<file path="src/rtl/mmio_responder_pkg.sv">
// Shared definitions for the MMIO responder: the register map, the FSM state
// type and the request record captured when a host access is accepted.
package mmio_responder_pkg;

    // Host-visible register word addresses. Bit 0 selects the 32-bit half.
    localparam logic [23:0] ALGO_REQUEST_ADDR = 24'hFFFFFC;
    localparam logic [23:0] ALGO_STATUS_ADDR  = 24'hFFFFFE;
    localparam logic [23:0] ERROR_REG_ADDR    = 24'hFFFFFA;

    typedef enum logic [1:0] {
        IDLE,
        ACCESS,
        ACK
    } mmio_state_t;

    // Register selected by the captured address.
    typedef enum logic [1:0] {
        SEL_NONE,
        SEL_REQUEST,
        SEL_STATUS,
        SEL_ERROR
    } mmio_sel_t;

    // Accepted access in decoded form. The address is kept as the register
    // select plus the half-select bit. Write data is applied on the accept
    // edge, so it does not need to be held.
    typedef struct packed {
        logic      read;
        logic      dw;
        logic      odd;
        mmio_sel_t sel;
    } mmio_req_t;

endpackage

</file>
<file path="src/rtl/mmio_responder_if.sv">
// Host-side MMIO bus of the responder. The parity signals exist only when
// MMIO_PARITY_EN is defined.
interface mmio_responder_if #(
    parameter int MMIO_ADDR_BITS = 24,
    parameter int MMIO_DATA_BITS = 64
);
    logic                      mmio_valid;
    logic                      mmio_read;
    logic                      mmio_dw;
    logic [MMIO_ADDR_BITS-1:0] mmio_address;
    logic [MMIO_DATA_BITS-1:0] mmio_wdata;
    logic                      mmio_ack;
    logic [MMIO_DATA_BITS-1:0] mmio_rdata;
`ifdef MMIO_PARITY_EN
    logic                      mmio_wdata_parity;
    logic                      mmio_rdata_parity;

    modport master (
        output mmio_valid, mmio_read, mmio_dw, mmio_address, mmio_wdata,
        output mmio_wdata_parity,
        input  mmio_ack, mmio_rdata, mmio_rdata_parity
    );

    modport slave (
        input  mmio_valid, mmio_read, mmio_dw, mmio_address, mmio_wdata,
        input  mmio_wdata_parity,
        output mmio_ack, mmio_rdata, mmio_rdata_parity
    );
`else
    modport master (
        output mmio_valid, mmio_read, mmio_dw, mmio_address, mmio_wdata,
        input  mmio_ack, mmio_rdata
    );

    modport slave (
        input  mmio_valid, mmio_read, mmio_dw, mmio_address, mmio_wdata,
        output mmio_ack, mmio_rdata
    );
`endif
endinterface

</file>
<file path="src/rtl/mmio_responder_parity.sv">
// Parity helper for the MMIO responder (used only with MMIO_PARITY_EN).
// Odd parity: a data word together with its parity bit holds an odd number
// of ones.
module mmio_parity #(
    parameter int DATA_BITS = 64
) (
    input  logic [DATA_BITS-1:0] wdata,
    input  logic                 wdata_parity,
    input  logic [DATA_BITS-1:0] rdata,
    output logic                 wdata_ok,
    output logic                 rdata_parity
);
    assign wdata_ok     = ^{wdata, wdata_parity};
    assign rdata_parity = ~^rdata;
endmodule

</file>
<file path="src/rtl/mmio_responder.sv">
// MMIO responder: a three-register slave with a fixed two-cycle response.
// The host strobes mmio_valid. The access is acknowledged two cycles later,
// with one cycle in ACCESS and one in ACK.
// Optional build macro: MMIO_PARITY_EN adds write-data parity checking and
// read-data parity generation through mmio_parity.
// Error bits use MSB-first numbering, so error bit 0 is the top bit of the word.
module mmio_responder
    import mmio_responder_pkg::*;
#(
    parameter int MMIO_ADDR_BITS = 24,
    parameter int MMIO_DATA_BITS = 64
) (
    input  logic                      clock,
    input  logic                      reset,
    mmio_responder_if.slave           mmio,
    input  logic [MMIO_DATA_BITS-1:0] algo_status_in,
    input  logic                      algo_status_valid,
    input  logic [MMIO_DATA_BITS-1:0] error_in,
    output logic [MMIO_DATA_BITS-1:0] algo_request_out,
    output logic                      algo_request_valid
);

    localparam int HALF        = MMIO_DATA_BITS / 2;
    localparam int OVERLAP_BIT = MMIO_DATA_BITS - 1;  // error bit 0
    localparam int PARITY_BIT  = MMIO_DATA_BITS - 2;  // error bit 1

    localparam logic [MMIO_ADDR_BITS-1:0] REQUEST_A = MMIO_ADDR_BITS'(ALGO_REQUEST_ADDR);
    localparam logic [MMIO_ADDR_BITS-1:0] STATUS_A  = MMIO_ADDR_BITS'(ALGO_STATUS_ADDR);
    localparam logic [MMIO_ADDR_BITS-1:0] ERROR_A   = MMIO_ADDR_BITS'(ERROR_REG_ADDR);

    // Register decode ignores bit 0. For 32-bit accesses that bit is the half select.
    function automatic mmio_sel_t decode(input logic [MMIO_ADDR_BITS-1:0] addr);
        mmio_sel_t sel;
        sel = SEL_NONE;
        if (addr[MMIO_ADDR_BITS-1:1] == REQUEST_A[MMIO_ADDR_BITS-1:1]) sel = SEL_REQUEST;
        if (addr[MMIO_ADDR_BITS-1:1] == STATUS_A[MMIO_ADDR_BITS-1:1])  sel = SEL_STATUS;
        if (addr[MMIO_ADDR_BITS-1:1] == ERROR_A[MMIO_ADDR_BITS-1:1])   sel = SEL_ERROR;
        return sel;
    endfunction

    // An even address selects the upper half (bits 0..31, MSB-first).
    // An odd address selects the lower half. Writes take the matching data lane.
    function automatic logic [MMIO_DATA_BITS-1:0] merge_write(
        input logic [MMIO_DATA_BITS-1:0] cur,
        input logic [MMIO_DATA_BITS-1:0] wdata,
        input logic                      dw,
        input logic                      odd
    );
        logic [MMIO_DATA_BITS-1:0] res;
        res = cur;
        if (dw)
            res = wdata;
        else if (odd)
            res[HALF-1:0] = wdata[HALF-1:0];
        else
            res[MMIO_DATA_BITS-1:HALF] = wdata[MMIO_DATA_BITS-1:HALF];
        return res;
    endfunction

    // A 32-bit read replicates the selected half in both lanes.
    function automatic logic [MMIO_DATA_BITS-1:0] read_view(
        input logic [MMIO_DATA_BITS-1:0] value,
        input logic                      dw,
        input logic                      odd
    );
        if (dw)
            return value;
        else if (odd)
            return {value[HALF-1:0], value[HALF-1:0]};
        else
            return {value[MMIO_DATA_BITS-1:HALF], value[MMIO_DATA_BITS-1:HALF]};
    endfunction

    mmio_state_t               state;
    mmio_req_t                 req_q;
    logic                      ack_q;
    logic [MMIO_DATA_BITS-1:0] rdata_q;
    logic                      request_valid_q;
    logic [MMIO_DATA_BITS-1:0] request_q;
    logic [MMIO_DATA_BITS-1:0] status_q;
    logic [MMIO_DATA_BITS-1:0] error_q;

    logic                      wdata_ok;
    logic                      capture;
    logic                      overlap;
    mmio_sel_t                 in_sel;
    logic                      request_write;
    logic [MMIO_DATA_BITS-1:0] error_next;
    logic [MMIO_DATA_BITS-1:0] read_value;

`ifdef MMIO_PARITY_EN
    logic rdata_parity;

    mmio_parity #(
        .DATA_BITS(MMIO_DATA_BITS)
    ) u_parity (
        .wdata        (mmio.mmio_wdata),
        .wdata_parity (mmio.mmio_wdata_parity),
        .rdata        (rdata_q),
        .wdata_ok     (wdata_ok),
        .rdata_parity (rdata_parity)
    );

    assign mmio.mmio_rdata_parity = rdata_parity;
`else
    assign wdata_ok = 1'b1;
`endif

    assign capture = (state == IDLE) && mmio.mmio_valid;
    assign overlap = (state != IDLE) && mmio.mmio_valid;
    assign in_sel  = decode(mmio.mmio_address);

    // ALGO_REQUEST is written on the accept edge.
    // The new value and the pulse are then both visible during ACCESS.
    assign request_write = capture && !mmio.mmio_read && (in_sel == SEL_REQUEST) && wdata_ok;

    // Sticky error accumulation. A host read of ERROR_REG clears it but keeps
    // sources that fire in that same cycle.
    always_comb begin
        logic [MMIO_DATA_BITS-1:0] flags;
        flags              = '0;
        flags[OVERLAP_BIT] = overlap;
        flags[PARITY_BIT]  = capture && !mmio.mmio_read && !wdata_ok;
        if ((state == ACCESS) && req_q.read && (req_q.sel == SEL_ERROR))
            error_next = error_in | flags;
        else
            error_next = error_q | error_in | flags;
    end

    // Read data comes from the register values held during ACCESS, before any update on that edge.
    always_comb begin
        logic [MMIO_DATA_BITS-1:0] sel_value;
        case (req_q.sel)
            SEL_REQUEST: sel_value = request_q;
            SEL_STATUS:  sel_value = status_q;
            SEL_ERROR:   sel_value = error_q;
            default:     sel_value = '0;
        endcase
        read_value = req_q.read ? read_view(sel_value, req_q.dw, req_q.odd) : '0;
    end

    // Capture the accepted request. This is data only, so it has no reset.
    always_ff @(posedge clock) begin
        if (capture)
            req_q <= '{read: mmio.mmio_read, dw: mmio.mmio_dw,
                       odd: mmio.mmio_address[0], sel: in_sel};
    end

    // Handshake FSM and register file. Reset aborts any access in flight.
    always_ff @(posedge clock) begin
        if (reset) begin
            state           <= IDLE;
            ack_q           <= 1'b0;
            rdata_q         <= '0;
            request_valid_q <= 1'b0;
            request_q       <= '0;
            status_q        <= '0;
            error_q         <= '0;
        end else begin
            request_valid_q <= request_write;
            if (request_write)
                request_q <= merge_write(request_q, mmio.mmio_wdata, mmio.mmio_dw,
                                         mmio.mmio_address[0]);
            if (algo_status_valid)
                status_q <= algo_status_in;
            error_q <= error_next;
            ack_q   <= 1'b0;
            rdata_q <= '0;
            case (state)
                IDLE: begin
                    if (mmio.mmio_valid)
                        state <= ACCESS;
                end
                ACCESS: begin
                    ack_q   <= 1'b1;
                    rdata_q <= read_value;
                    state   <= ACK;
                end
                ACK: begin
                    state <= IDLE;
                end
                default: begin
                    state <= IDLE;
                end
            endcase
        end
    end

    assign mmio.mmio_ack      = ack_q;
    assign mmio.mmio_rdata    = rdata_q;
    assign algo_request_out   = request_q;
    assign algo_request_valid = request_valid_q;

endmodule

</file>
<file path="src/flat_wrapper.sv">
// flat-port wrapper written by rule: the top's interface ports become plain ports
module mmio_responder_flat import mmio_responder_pkg::*;
#(
    parameter int MMIO_ADDR_BITS = 24,
    parameter int MMIO_DATA_BITS = 64
)
  (clock, reset, algo_status_in, algo_status_valid, error_in, algo_request_out, algo_request_valid, mmio_mmio_valid, mmio_mmio_read, mmio_mmio_dw, mmio_mmio_address, mmio_mmio_wdata, mmio_mmio_ack, mmio_mmio_rdata);
  mmio_responder_if #(.MMIO_ADDR_BITS(MMIO_ADDR_BITS), .MMIO_DATA_BITS(MMIO_DATA_BITS)) mmio_i ();
  input  logic clock;
  input  logic reset;
  input  logic [MMIO_DATA_BITS-1:0] algo_status_in;
  input  logic algo_status_valid;
  input  logic [MMIO_DATA_BITS-1:0] error_in;
  output logic [MMIO_DATA_BITS-1:0] algo_request_out;
  output logic algo_request_valid;
  input wire logic [$bits(mmio_i.mmio_valid)-1:0] mmio_mmio_valid;
  input wire logic [$bits(mmio_i.mmio_read)-1:0] mmio_mmio_read;
  input wire logic [$bits(mmio_i.mmio_dw)-1:0] mmio_mmio_dw;
  input wire logic [$bits(mmio_i.mmio_address)-1:0] mmio_mmio_address;
  input wire logic [$bits(mmio_i.mmio_wdata)-1:0] mmio_mmio_wdata;
  output wire logic [$bits(mmio_i.mmio_ack)-1:0] mmio_mmio_ack;
  output wire logic [$bits(mmio_i.mmio_rdata)-1:0] mmio_mmio_rdata;
  assign mmio_i.mmio_valid = mmio_mmio_valid;
  assign mmio_i.mmio_read = mmio_mmio_read;
  assign mmio_i.mmio_dw = mmio_mmio_dw;
  assign mmio_i.mmio_address = mmio_mmio_address;
  assign mmio_i.mmio_wdata = mmio_mmio_wdata;
  assign mmio_mmio_ack = mmio_i.mmio_ack;
  assign mmio_mmio_rdata = mmio_i.mmio_rdata;
  mmio_responder #(.MMIO_ADDR_BITS(MMIO_ADDR_BITS), .MMIO_DATA_BITS(MMIO_DATA_BITS)) u_core (.clock(clock), .reset(reset), .mmio(mmio_i), .algo_status_in(algo_status_in), .algo_status_valid(algo_status_valid), .error_in(error_in), .algo_request_out(algo_request_out), .algo_request_valid(algo_request_valid));
endmodule
</file>
<file path="config.mk">
export PLATFORM = sky130hd
export DESIGN_NAME = mmio_responder_flat
export DESIGN_NICKNAME = d
export VERILOG_FILES = /design/src/rtl/mmio_responder_pkg.sv /design/src/rtl/mmio_responder_if.sv /design/src/rtl/mmio_responder_parity.sv /design/src/rtl/mmio_responder.sv /design/src/flat_wrapper.sv
export SDC_FILE = /design/constraint.sdc
export NUM_CORES = 1
export LEC_CHECK = 0
export BUFFER_PORTS_ARGS = -buffer_cell sky130_fd_sc_hd__buf_2
export CORE_UTILIZATION = 46
export DETAILED_ROUTE_END_ITERATION = 6
export PLACE_DENSITY = 0.77
export REMOVE_ABC_BUFFERS = 1
export SLEW_MARGIN = 20
export SYNTH_ARGS = -nofsm -noshare
export SYNTH_HDL_FRONTEND = slang
export SYNTH_SLANG_ARGS = --single-unit
</file>
<file path="constraint.sdc">
create_clock -name clock -period 1.8 [get_ports clock]
set_clock_uncertainty 0.15 [all_clocks]
set_input_delay 0.09 -clock clock [delete_from_list [all_inputs] [get_ports clock]]
set_output_delay 0.09 -clock clock [all_outputs]
set_load 0.05 [all_outputs]
</file>
==> impl_metrics.csv, run 1 <==
group,metric,value,unit
status,status,"finished, violations left",
status,violations,"DRC, setup timing",
global_routing,use_met2,63.01,%
cts,cts-root-buf,"clkbuf_16",
sta,maxSlewViolCount,0,
cells_and_area,final_util,76.38,%
floorplanning,coreArea,22570,µm²
global_routing,grt_first_pass_wirelength,67570,µm
critical_path,critPathLaunch,"u_core.req_q[1]$_DFFE_PP_",
sta,fmax,520.9,MHz
cts,clockBufferDepth,3,
critical_path,crit_buf_inv,4,
route,wl,49490,µm
critical_path,crit_type,"reg2reg",
placement,gp_congestion,0.8402,
synth,synth_seq_cells,265,
sta,setup_ws,-119.9,ps
floorplanning,die_h,153.4,µm
route,antenna_left,0,
route,drc_errors,12,
critical_path,ff2ff_setup_slack,-120,ps
synth,synth_top_area_share,49.37,%
global_routing,grt.overflow.total,0,
global_routing,gr-usage-met3,8.024,%
cts,cts_tree,"yes",
global_routing,antenna_found_initial,4,
route,num_vias,12740,
floorplanning,die_area,23530,µm²
sta,rsz0062_at_grt,"true",
global_routing,grt_pass1_vias,12650,
sta,timing.final.hold_violations,0,
cells_and_area,layoutNonFillerInstCount,2025,
synth,async_flop_share,0,%
critical_path,path_common_cell,"buf_12",
sta,worst_slew_pin_slew,378.8,ps
pwr,powerDensity,845.8,nW/µm²
floorplanning,ios,352,
route,drt_iter0_markers,1442,
critical_path,cp.depth,7,
placement,io_buffers,351,
placement,placed_cells,1696,
critical_path,required,2050,ps
synth,yosysSeqAreaShare,50.79,%
route,drt_pass1_iterations,7,
synth,ys.flop_type,"dfxtp_1",
job,cap_violations,0,
synth,synth_edf_count,5,
synth,synthCells,1112,
synth,synth_top_cell_by_area,"dfxtp_1",
critical_path,cpPeakStageDelay,410,ps
worst_hold_path,hp-class,"in2reg",
global_routing,grt_max_degree,65,
critical_path,path_cells,"buf_6 > nor2b_4 > buf_12 > buf_12 > clkbuf_16 > a22oi_1 > a211oi_1",
pwr,ir_worst_vdd,0.001082,V
placement,dp_hpwl,24080,µm
sta,max_slew_margin,74.75,%
sta,fin_crit,1920,ps
cts,cts_buffers,28,
placement,dpl_cell_area,12950,µm²
floorplanning,rows,55,
worst_hold_path,hold_path_depth,4,
route,vias_per_cell,6.293,
cells_and_area,mostFrequentLayoutCell,"buf_2",
cts,worstSkewPairLatency,560,ps
route,wl_per_cell,24.44,µm
critical_path,rr_endpoint,"u_core.mmio.mmio_rdata[27]$_SDFF_PP0_",
cells_and_area,fillers,1360,
cells_and_area,syn_to_final_growth,63.51,%
synth,ys_warn_count,0,
critical_path,worstPathMaxFanout,5,
global_routing,globalRouteMet1Util,40.21,%
cts,clk_pin_slew,60,ps
cts,clock_sinks,265,
sta,setup_viol,49,
cells_and_area,mostFrequentLayoutCells,"349 x buf_2, 260 x dfxtp_1, 252 x dlygate4sd3_1",
floorplanning,die_w,153.4,µm
floorplanning,initial_core_util,46.71,%
synth,synth.area.top_cells,"dfxtp_1 49%, mux2_2 6.8%, nor2_1 6.8%",
critical_path,cp_slowest_cell,"edfxtp_1",
cells_and_area,stdcell_area,17240,µm²
critical_path,cp-end-kind,"flip-flop",
synth,syn_area,10540,µm²
critical_path,timing.rr.start,"u_core.req_q[1]$_DFFE_PP_",
critical_path,crit_end,"u_core.mmio.mmio_rdata[27]$_SDFF_PP0_",
cells_and_area,final_layout_size_suffix_gt1_share,36.12,%
global_routing,grt.busiest_layer,"met2",
cells_and_area,final_nets,1936,
critical_path,cp_top_family,"buffers and inverters",
critical_path,cp-start-kind,"flip-flop",
synth,synth_cell_types,33,
critical_path,worstPathArrival,2170,ps
synth,syn_area_per_cell,9.482,µm²
global_routing,grt_use_total,36.54,%
critical_path,r2r_cells,7,
pwr,leakage,0.007474,µW
cts,htree_num_levels,1,
sta,period_share,106.7,%
metal layers:
metal,part of all wire [%],routed length (µm)
met1,34,16680
met2,47,23230
met3,11,5633
met4,8.0,3947
met5,0,0
registers in the layout, indices dropped and copies added, names as in the netlist:
name                       flops
u_core.algo_request_out       64
u_core.algo_request_valid      1
u_core.error_q                64
u_core.mmio.mmio_ack           1
u_core.mmio.mmio_rdata        64
u_core.req_q                   5
u_core.state                   2
u_core.status_q               64
what timing repair did:
action	CTS	global route
setup buffers	0	10
gates resized for setup	1	87
pin swaps	0	35
gates cloned	0	11
hold endpoints to repair	200	0
hold buffers	252	0
setup endpoints to repair	6	95
cell families (layout without fill, tap and decap cells):
| family | count (synthesis) | count (layout) | share of synthesized area (%) |
|---|---|---|---|
| AO/OA/AOI/OAI | 323 | 323 | 19.60 |
| AND/OR/NAND/NOR | 283 | 283 | 11.97 |
| flip-flops | 265 | 265 | 50.79 |
| multiplexers | 128 | 128 | 12.91 |
| buffers and inverters | 112 | 736 | 4.640 |
| XOR/XNOR | 1 | 1 | 0.08308 |
| other | 0 | 4 | 0 |
per-stage QoR:
step / worst slack (ps) / power (µW) / hold WS, ps / TNS [ps]
3_5_place_dp: -190.1 / 7557 / 144.6 / -5152
2_1_floorplan: -4101 / 6876 / 9.066 / -559630
5_1_grt: -204.0 / 14930 / 25.51 / -3929
4_1_cts: 0.5969 / 14170 / 0.7240 / 0
6_report: -119.9 / 14580 / 33.85 / -1466
3_3_place_gp: -87.14 / 7520 / 141.8 / -2336
layout make-up:
class | instances | area [µm²] | area share (%)
timing repair buffer | 682 | 5401 | 31.33
inverter | 2 | 7.507 | 0.04354
tap | 285 | 356.6 | 2.068
clock inverter | 10 | 128.9 | 0.7475
antenna | 4 | 10.01 | 0.05806
sequential | 265 | 5355 | 31.06
multi-input combinational | 735 | 5096 | 29.56
clock buffer | 42 | 884.6 | 5.131
cells in the mapped netlist (all sizes together) (32+ instances only):
library cell    n
buf            41
mux2i          64
a22oi          32
mux2           64
nand3          33
a21oi         127
o21ai          33
dfxtp         260
nor2          192
o31ai          32
clkbuf         69
nand4          39
a211oi         64
worst min path at each step:
| stage | start | to | slack [ps] |
|---|---|---|---|
| 2_1_floorplan | reset | u_core.algo_request_out[0]$_SDFFE_PP0P_ | 9 |
| 3_3_place_gp | mmio_mmio_read | u_core.req_q[4]$_DFFE_PP_ | 140 |
| 3_5_place_dp | mmio_mmio_read | u_core.req_q[4]$_DFFE_PP_ | 140 |
| 4_1_cts | algo_status_valid | u_core.status_q[43]$_SDFFE_PP0P_ | 0.7 |
| 5_1_grt | algo_status_valid | u_core.status_q[40]$_SDFFE_PP0P_ | 30 |
| 6_report | algo_status_valid | u_core.status_q[53]$_SDFFE_PP0P_ | 30 |
worst min-delay path, cell delays in order:
cell and delay [ps]:
buf_4 130, buf_12 180, mux2i_1 160, nor2_1 80
report_power, final:
part	switching, µW	total (µW)	leakage, µW	internal, µW
clock network	2510	6320	0.000509	3810
registers	151	6250	0.00218	6100
logic	959	2020	0.00479	1060
total	3620	14600	0.00747	11000
Power figures use the tool's default switching activity.
==> inputs of run 2 (changes only) <==
- CORE_ASPECT_RATIO: not set -> 2
==> run 2 against run 1 <==
The flow finishes with violations (setup timing). Sequential cell count unchanged. Largest power group is now sequential cells. Critical path type unchanged. Final area decreased by 6.3%. Largest cell class is now sequential cells. Sequential share of layout area up 2.1 points.
==> impl_metrics.csv, run 2 (same netlist as run 1, synthesis figures left out) <==
group,metric,value,unit
placement,dp_hpwl,24300,µm
cts,worstSkewPairLatency,520,ps
job,cap_violations,0,
critical_path,cp-end-kind,"flip-flop",
cts,cts-root-buf,"clkbuf_16",
route,antenna_left,0,
critical_path,ff2ff_setup_slack,-100,ps
sta,rsz0062_at_grt,"true",
sta,worst_slew_pin_slew,889.8,ps
pwr,powerDensity,795.1,nW/µm²
sta,maxSlewViolCount,0,
critical_path,worstPathMaxFanout,5,
global_routing,grt_use_total,35.44,%
pwr,leakage,0.007037,µW
placement,post-place-ws,-180.4,ps
cts,cts_buffers,23,
global_routing,grt_max_degree,196,
cells_and_area,syn_to_final_growth,53.25,%
floorplanning,die_area,23570,µm²
critical_path,cp-start-kind,"flip-flop",
pwr,ir_worst_vdd,0.001138,V
critical_path,crit_type,"reg2reg",
floorplanning,initial_core_util,46.77,%
route,vias_per_cell,6.103,
sta,timing.final.hold_violations,0,
placement,io_buffers,351,
cts,clockBufferDepth,3,
route,drt_pass1_iterations,6,
sta,fmax,527.0,MHz
sta,fin_crit,1898,ps
cts,clock_sinks,265,
global_routing,antenna_found_initial,4,
cts,clk_pin_slew,70,ps
route,num_vias,11830,
worst_hold_path,hp-class,"in2reg",
sta,period_share,105.4,%
cells_and_area,final_layout_size_suffix_gt1_share,34.76,%
global_routing,grt_pass1_vias,12020,
route,drt_iter0_markers,1145,
route,drc_errors,0,
cts,cts_tree,"yes",
cells_and_area,mostFrequentLayoutCells,"349 x buf_2, 260 x dfxtp_1, 203 x dlygate4sd3_1",
floorplanning,die_w,109.1,µm
floorplanning,die_h,216.1,µm
global_routing,grt_first_pass_wirelength,63650,µm
critical_path,worstPathArrival,2140,ps
placement,gp_congestion,0.8858,
route,wl_per_cell,23.12,µm
cells_and_area,mostFrequentLayoutCell,"buf_2",
floorplanning,ios,352,
floorplanning,coreArea,22540,µm²
sta,max_slew_margin,40.68,%
sta,setup_ws,-97.69,ps
floorplanning,rows,78,
sta,setup_viol,35,
status,status,"finished, violations left",
cells_and_area,stdcell_area,16160,µm²
cells_and_area,fillers,1426,
placement,dpl_cell_area,12860,µm²
critical_path,required,2040,ps
cells_and_area,final_nets,1860,
route,wl,44810,µm
global_routing,grt.overflow.total,0,
cts,htree_num_levels,1,
status,violations,"setup timing",
## run 2: where the power goes
| group | switching [µW] | internal (µW) | total, µW |
|---|---|---|---|
| Sequential | 140 | 6090 | 6230 |
| Combinational | 863 | 903 | 1770 |
| Clock | 2240 | 2610 | 4850 |
## run 2: metrics by stage
stage               TNS, ps  total power [µW]  util, %  std cells  hold slack, ps
floorplan           -559630              6876        -       1002           9.066
CTS                       0             12600    69.36       1929           10.06
global route          -2464             13210    71.67       1938           32.81
detailed placement   -12810              7533    57.06       1682           149.0
global placement      -7154              7490    57.06       1682           142.5
finish                -1000             12850    71.67       1938           27.85
## run 2: final cells by class
| type | instances | area [µm²] | share of cell area (%) |
|---|---|---|---|
| Sequential cell | 265 | 5355 | 33.14 |
| Multi-Input combinational cell | 735 | 5101 | 31.57 |
| Timing Repair Buffer | 611 | 4616 | 28.57 |
| Clock buffer | 32 | 670.6 | 4.151 |
| Tap cell | 280 | 350.3 | 2.168 |
| Clock inverter | 9 | 47.55 | 0.2943 |
| Antenna cell | 4 | 10.01 | 0.06195 |
| Inverter | 2 | 7.507 | 0.04646 |
## run 2: critical path, stage by stage (launching register included)
cell,delay (ps)
edfxtp_1,500
buf_6,200
buf_12,150
mux2_4,310
a22o_4,250
nor2_2,120
a211oi_1,80
## run 2: timing repair
item / CTS / global route
endpoints found under the setup margin: 72 / 118
gates cloned: 0 / 5
endpoints found under the hold margin: 199 / 0
hold buffers: 203 / 0
pin swaps: 0 / 63
resized for setup: 0 / 95
buffers inserted: 3 / 1
## run 2: worst paths after layout
path,startpoint,endpoint,cells after the start
worst max-delay path,u_core.req_q[1]$_DFFE_PP_,u_core.mmio.mmio_rdata[49]$_SDFF_PP0_,6
worst min-delay path,algo_status_valid,u_core.status_q[21]$_SDFFE_PP0P_,4
worst max register to register,u_core.req_q[1]$_DFFE_PP_,u_core.mmio.mmio_rdata[49]$_SDFF_PP0_,6
worst min register to register,u_core.error_q[52]$_SDFF_PP0_,u_core.error_q[52]$_SDFF_PP0_,2
## run 2: per-layer routing
metal	track usage [%]	vias to the layer above	wire length (µm)
met4	26.94	0	3428
li1	-	5073	-
met5	0	-	0
met2	60.65	894	22550
met1	38.10	5590	15200
met3	5.564	270	3630
==> inputs of run 3 (changes only) <==
==> constraint.sdc (replaced) <==
create_clock -name clock -period 1.8 [get_ports clock]
set_clock_uncertainty 0.15 [all_clocks]
set_input_delay 0 -clock clock [delete_from_list [all_inputs] [get_ports clock]]
set_output_delay 0 -clock clock [all_outputs]
set_load 0.05 [all_outputs]
==> run 3 against run 2 <==
Combinational power is 2% higher. Via count is 2.6% higher. Critical path type unchanged. Maximum frequency is 4.6% lower. Die area stayed put. Global-route usage is 1.7 points higher. The flow still finishes with violations (setup timing).
==> impl_metrics.csv, run 3 (same netlist as run 1, synthesis figures left out) <==
group,metric,value,unit
global_routing,grt_first_pass_wirelength,66560,µm
critical_path,cp_slowest_cell,"edfxtp_1",
route,wl,47000,µm
route,vias_per_cell,6.181,
cells_and_area,mostFrequentLayoutCell,"buf_2",
critical_path,crit_buf_inv,2,
sta,setup_viol,43,
sta,timing.final.hold_violations,0,
sta,max_slew_margin,40.98,%
critical_path,path_common_cell,"buf_12",
critical_path,worstPathArrival,2220,ps
floorplanning,initial_core_util,46.77,%
worst_hold_path,hp-class,"in2reg",
cts,cts_tree,"yes",
sta,setup_ws,-189.5,ps
global_routing,grt.busiest_layer,"met2",
critical_path,worstPathMaxFanout,19,
cts,clock_sinks,265,
global_routing,antenna_found_initial,5,
route,drc_errors,0,
cts,worstSkewPairLatency,530,ps
critical_path,cpPeakStageDelay,390,ps
cts,cts-root-buf,"clkbuf_16",
critical_path,required,2030,ps
floorplanning,die_h,216.1,µm
cells_and_area,final_layout_size_suffix_gt1_share,35.04,%
cts,htree_num_levels,1,
critical_path,path_cells,"buf_12 > nor2b_4 > buf_12 > a22o_1 > nor2_1 > a211oi_1",
cells_and_area,final_util,72.90,%
pwr,switchingPower,3297,µW
route,num_vias,12130,
floorplanning,coreArea,22540,µm²
sta,worst_slew_pin_slew,885.3,ps
pwr,p_total,13200,µW
global_routing,grt_pass1_vias,12600,
sta,fin_crit,1990,ps
floorplanning,ios,352,
pwr,ir_worst_vdd,0.001033,V
placement,gp_congestion,0.8813,
cells_and_area,syn_to_final_growth,55.88,%
global_routing,grt_max_degree,118,
route,wl_per_cell,23.94,µm
cells_and_area,mostFrequentLayoutCells,"349 x buf_2, 259 x dfxtp_1, 228 x dlygate4sd3_1",
floorplanning,rows,78,
job,cap_violations,0,
cells_and_area,fillers,1431,
pwr,p_int,9899,µW
sta,setup_tns,-2656,ps
placement,io_buffers,351,
route,drt_pass1_iterations,6,
global_routing,globalRouteMet1Util,40.48,%
critical_path,cp_top_family,"compound AO/OA/AOI/OAI gates",
global_routing,use_met2,61.82,%
sta,period_share,110.5,%
sta,rsz0062_at_grt,"true",
cts,cts_buffers,24,
placement,dp_hpwl,23900,µm
pwr,leakage,0.007090,µW
route,drt_iter0_markers,1225,
global_routing,gr-usage-met3,5.805,%
pwr,powerDensity,802.9,nW/µm²
cts,clk_pin_slew,70,ps
critical_path,crit_type,"reg2reg",
pwr,p_seq_share,47.2,%
sta,maxSlewViolCount,0,
sta,fmax,502.6,MHz
status,violations,"setup timing",
route,antenna_left,0,
floorplanning,die_w,109.1,µm
global_routing,grt.overflow.total,0,
pwr,clkPwrFrac,39.1,%
sta,fin_hold_ws,10.87,ps
cts,clockBufferDepth,3,
pwr,switching_share,24.98,%
critical_path,cp-end-kind,"flip-flop",
floorplanning,die_area,23570,µm²
pwr,pwr-share-comb,13.7,%
critical_path,ff2ff_setup_slack,-190,ps
global_routing,grt_use_total,37.16,%
critical_path,cp-start-kind,"flip-flop",
cells_and_area,final_nets,1885,
status,status,"finished, violations left",
## run 3: cell count changes in the layout (fill, tap and decap cells not counted), sizes merged
cell	previous run	this run
inv	2	3
clkinvlp	1	0
clkinv	8	5
dlygate4sd3	203	228
clkbuf	36	37
bufinv	0	1
diode	4	5
## run 3: layout make-up
cell class / instances / area (µm²) / area share (%)
clock buffers: 34 / 709.4 / 4.316
repair buffers: 635 / 4850 / 29.51
multi-input cells: 735 / 5086 / 30.95
well taps: 280 / 350.3 / 2.132
flip-flops and latches: 265 / 5356 / 32.59
diodes: 5 / 12.51 / 0.07613
clock inverters: 7 / 63.81 / 0.3882
inverters: 2 / 7.507 / 0.04568
## run 3: path summary, 6_finish.rpt
path / cells past startpoint / to / from
setup / recovery: 6 / u_core.mmio.mmio_rdata[21]$_SDFF_PP0_ / u_core.req_q[1]$_DFFE_PP_
hold / removal: 4 / u_core.status_q[39]$_SDFFE_PP0P_ / algo_status_valid
setup reg to reg: 6 / u_core.mmio.mmio_rdata[21]$_SDFF_PP0_ / u_core.req_q[1]$_DFFE_PP_
hold reg to reg: 2 / u_core.algo_request_out[5]$_SDFFE_PP0P_ / u_core.algo_request_out[5]$_SDFFE_PP0P_
## run 3: metal layers
layer	share of wire (%)	wire (µm)
met5	0.028	13
met4	8.2	3833
met3	9.0	4224
met2	50	23340
met1	33	15580
## run 3: tightest hold or removal path, cell delays in order
cell,delay (ps)
buf_4,120
buf_12,210
mux2i_1,190
nor2_1,90
## run 3: repair_timing
item	CTS	global route
pin swaps	0	11
hold endpoints to repair	231	0
endpoints found under the setup margin	13	114
gates resized for setup	7	103
gates cloned	1	5
hold buffers	228	0
buffers inserted	1	5
## run 3: power by group through the flow
stage | logic, µW | clock network, µW | registers (µW)
after CTS | 1620 | 5160 | 6200
after global routing | 1900 | 5360 | 6240
after floorplan | 492 | 0 | 6380
after global placement | 1150 | 0 | 6320
final | 1810 | 5160 | 6230
after detailed placement | 1180 | 0 | 6340
## run 3: through the flow
step,setup WS [ps],instances,cell area [µm²]
finish,-189.5,1963,16440
global route,-227.1,1962,16430
CTS,5.079,1948,15910
detailed placement,-100.6,1677,12780
global placement,-65.41,1677,12780
floorplan,-4011,1002,10060
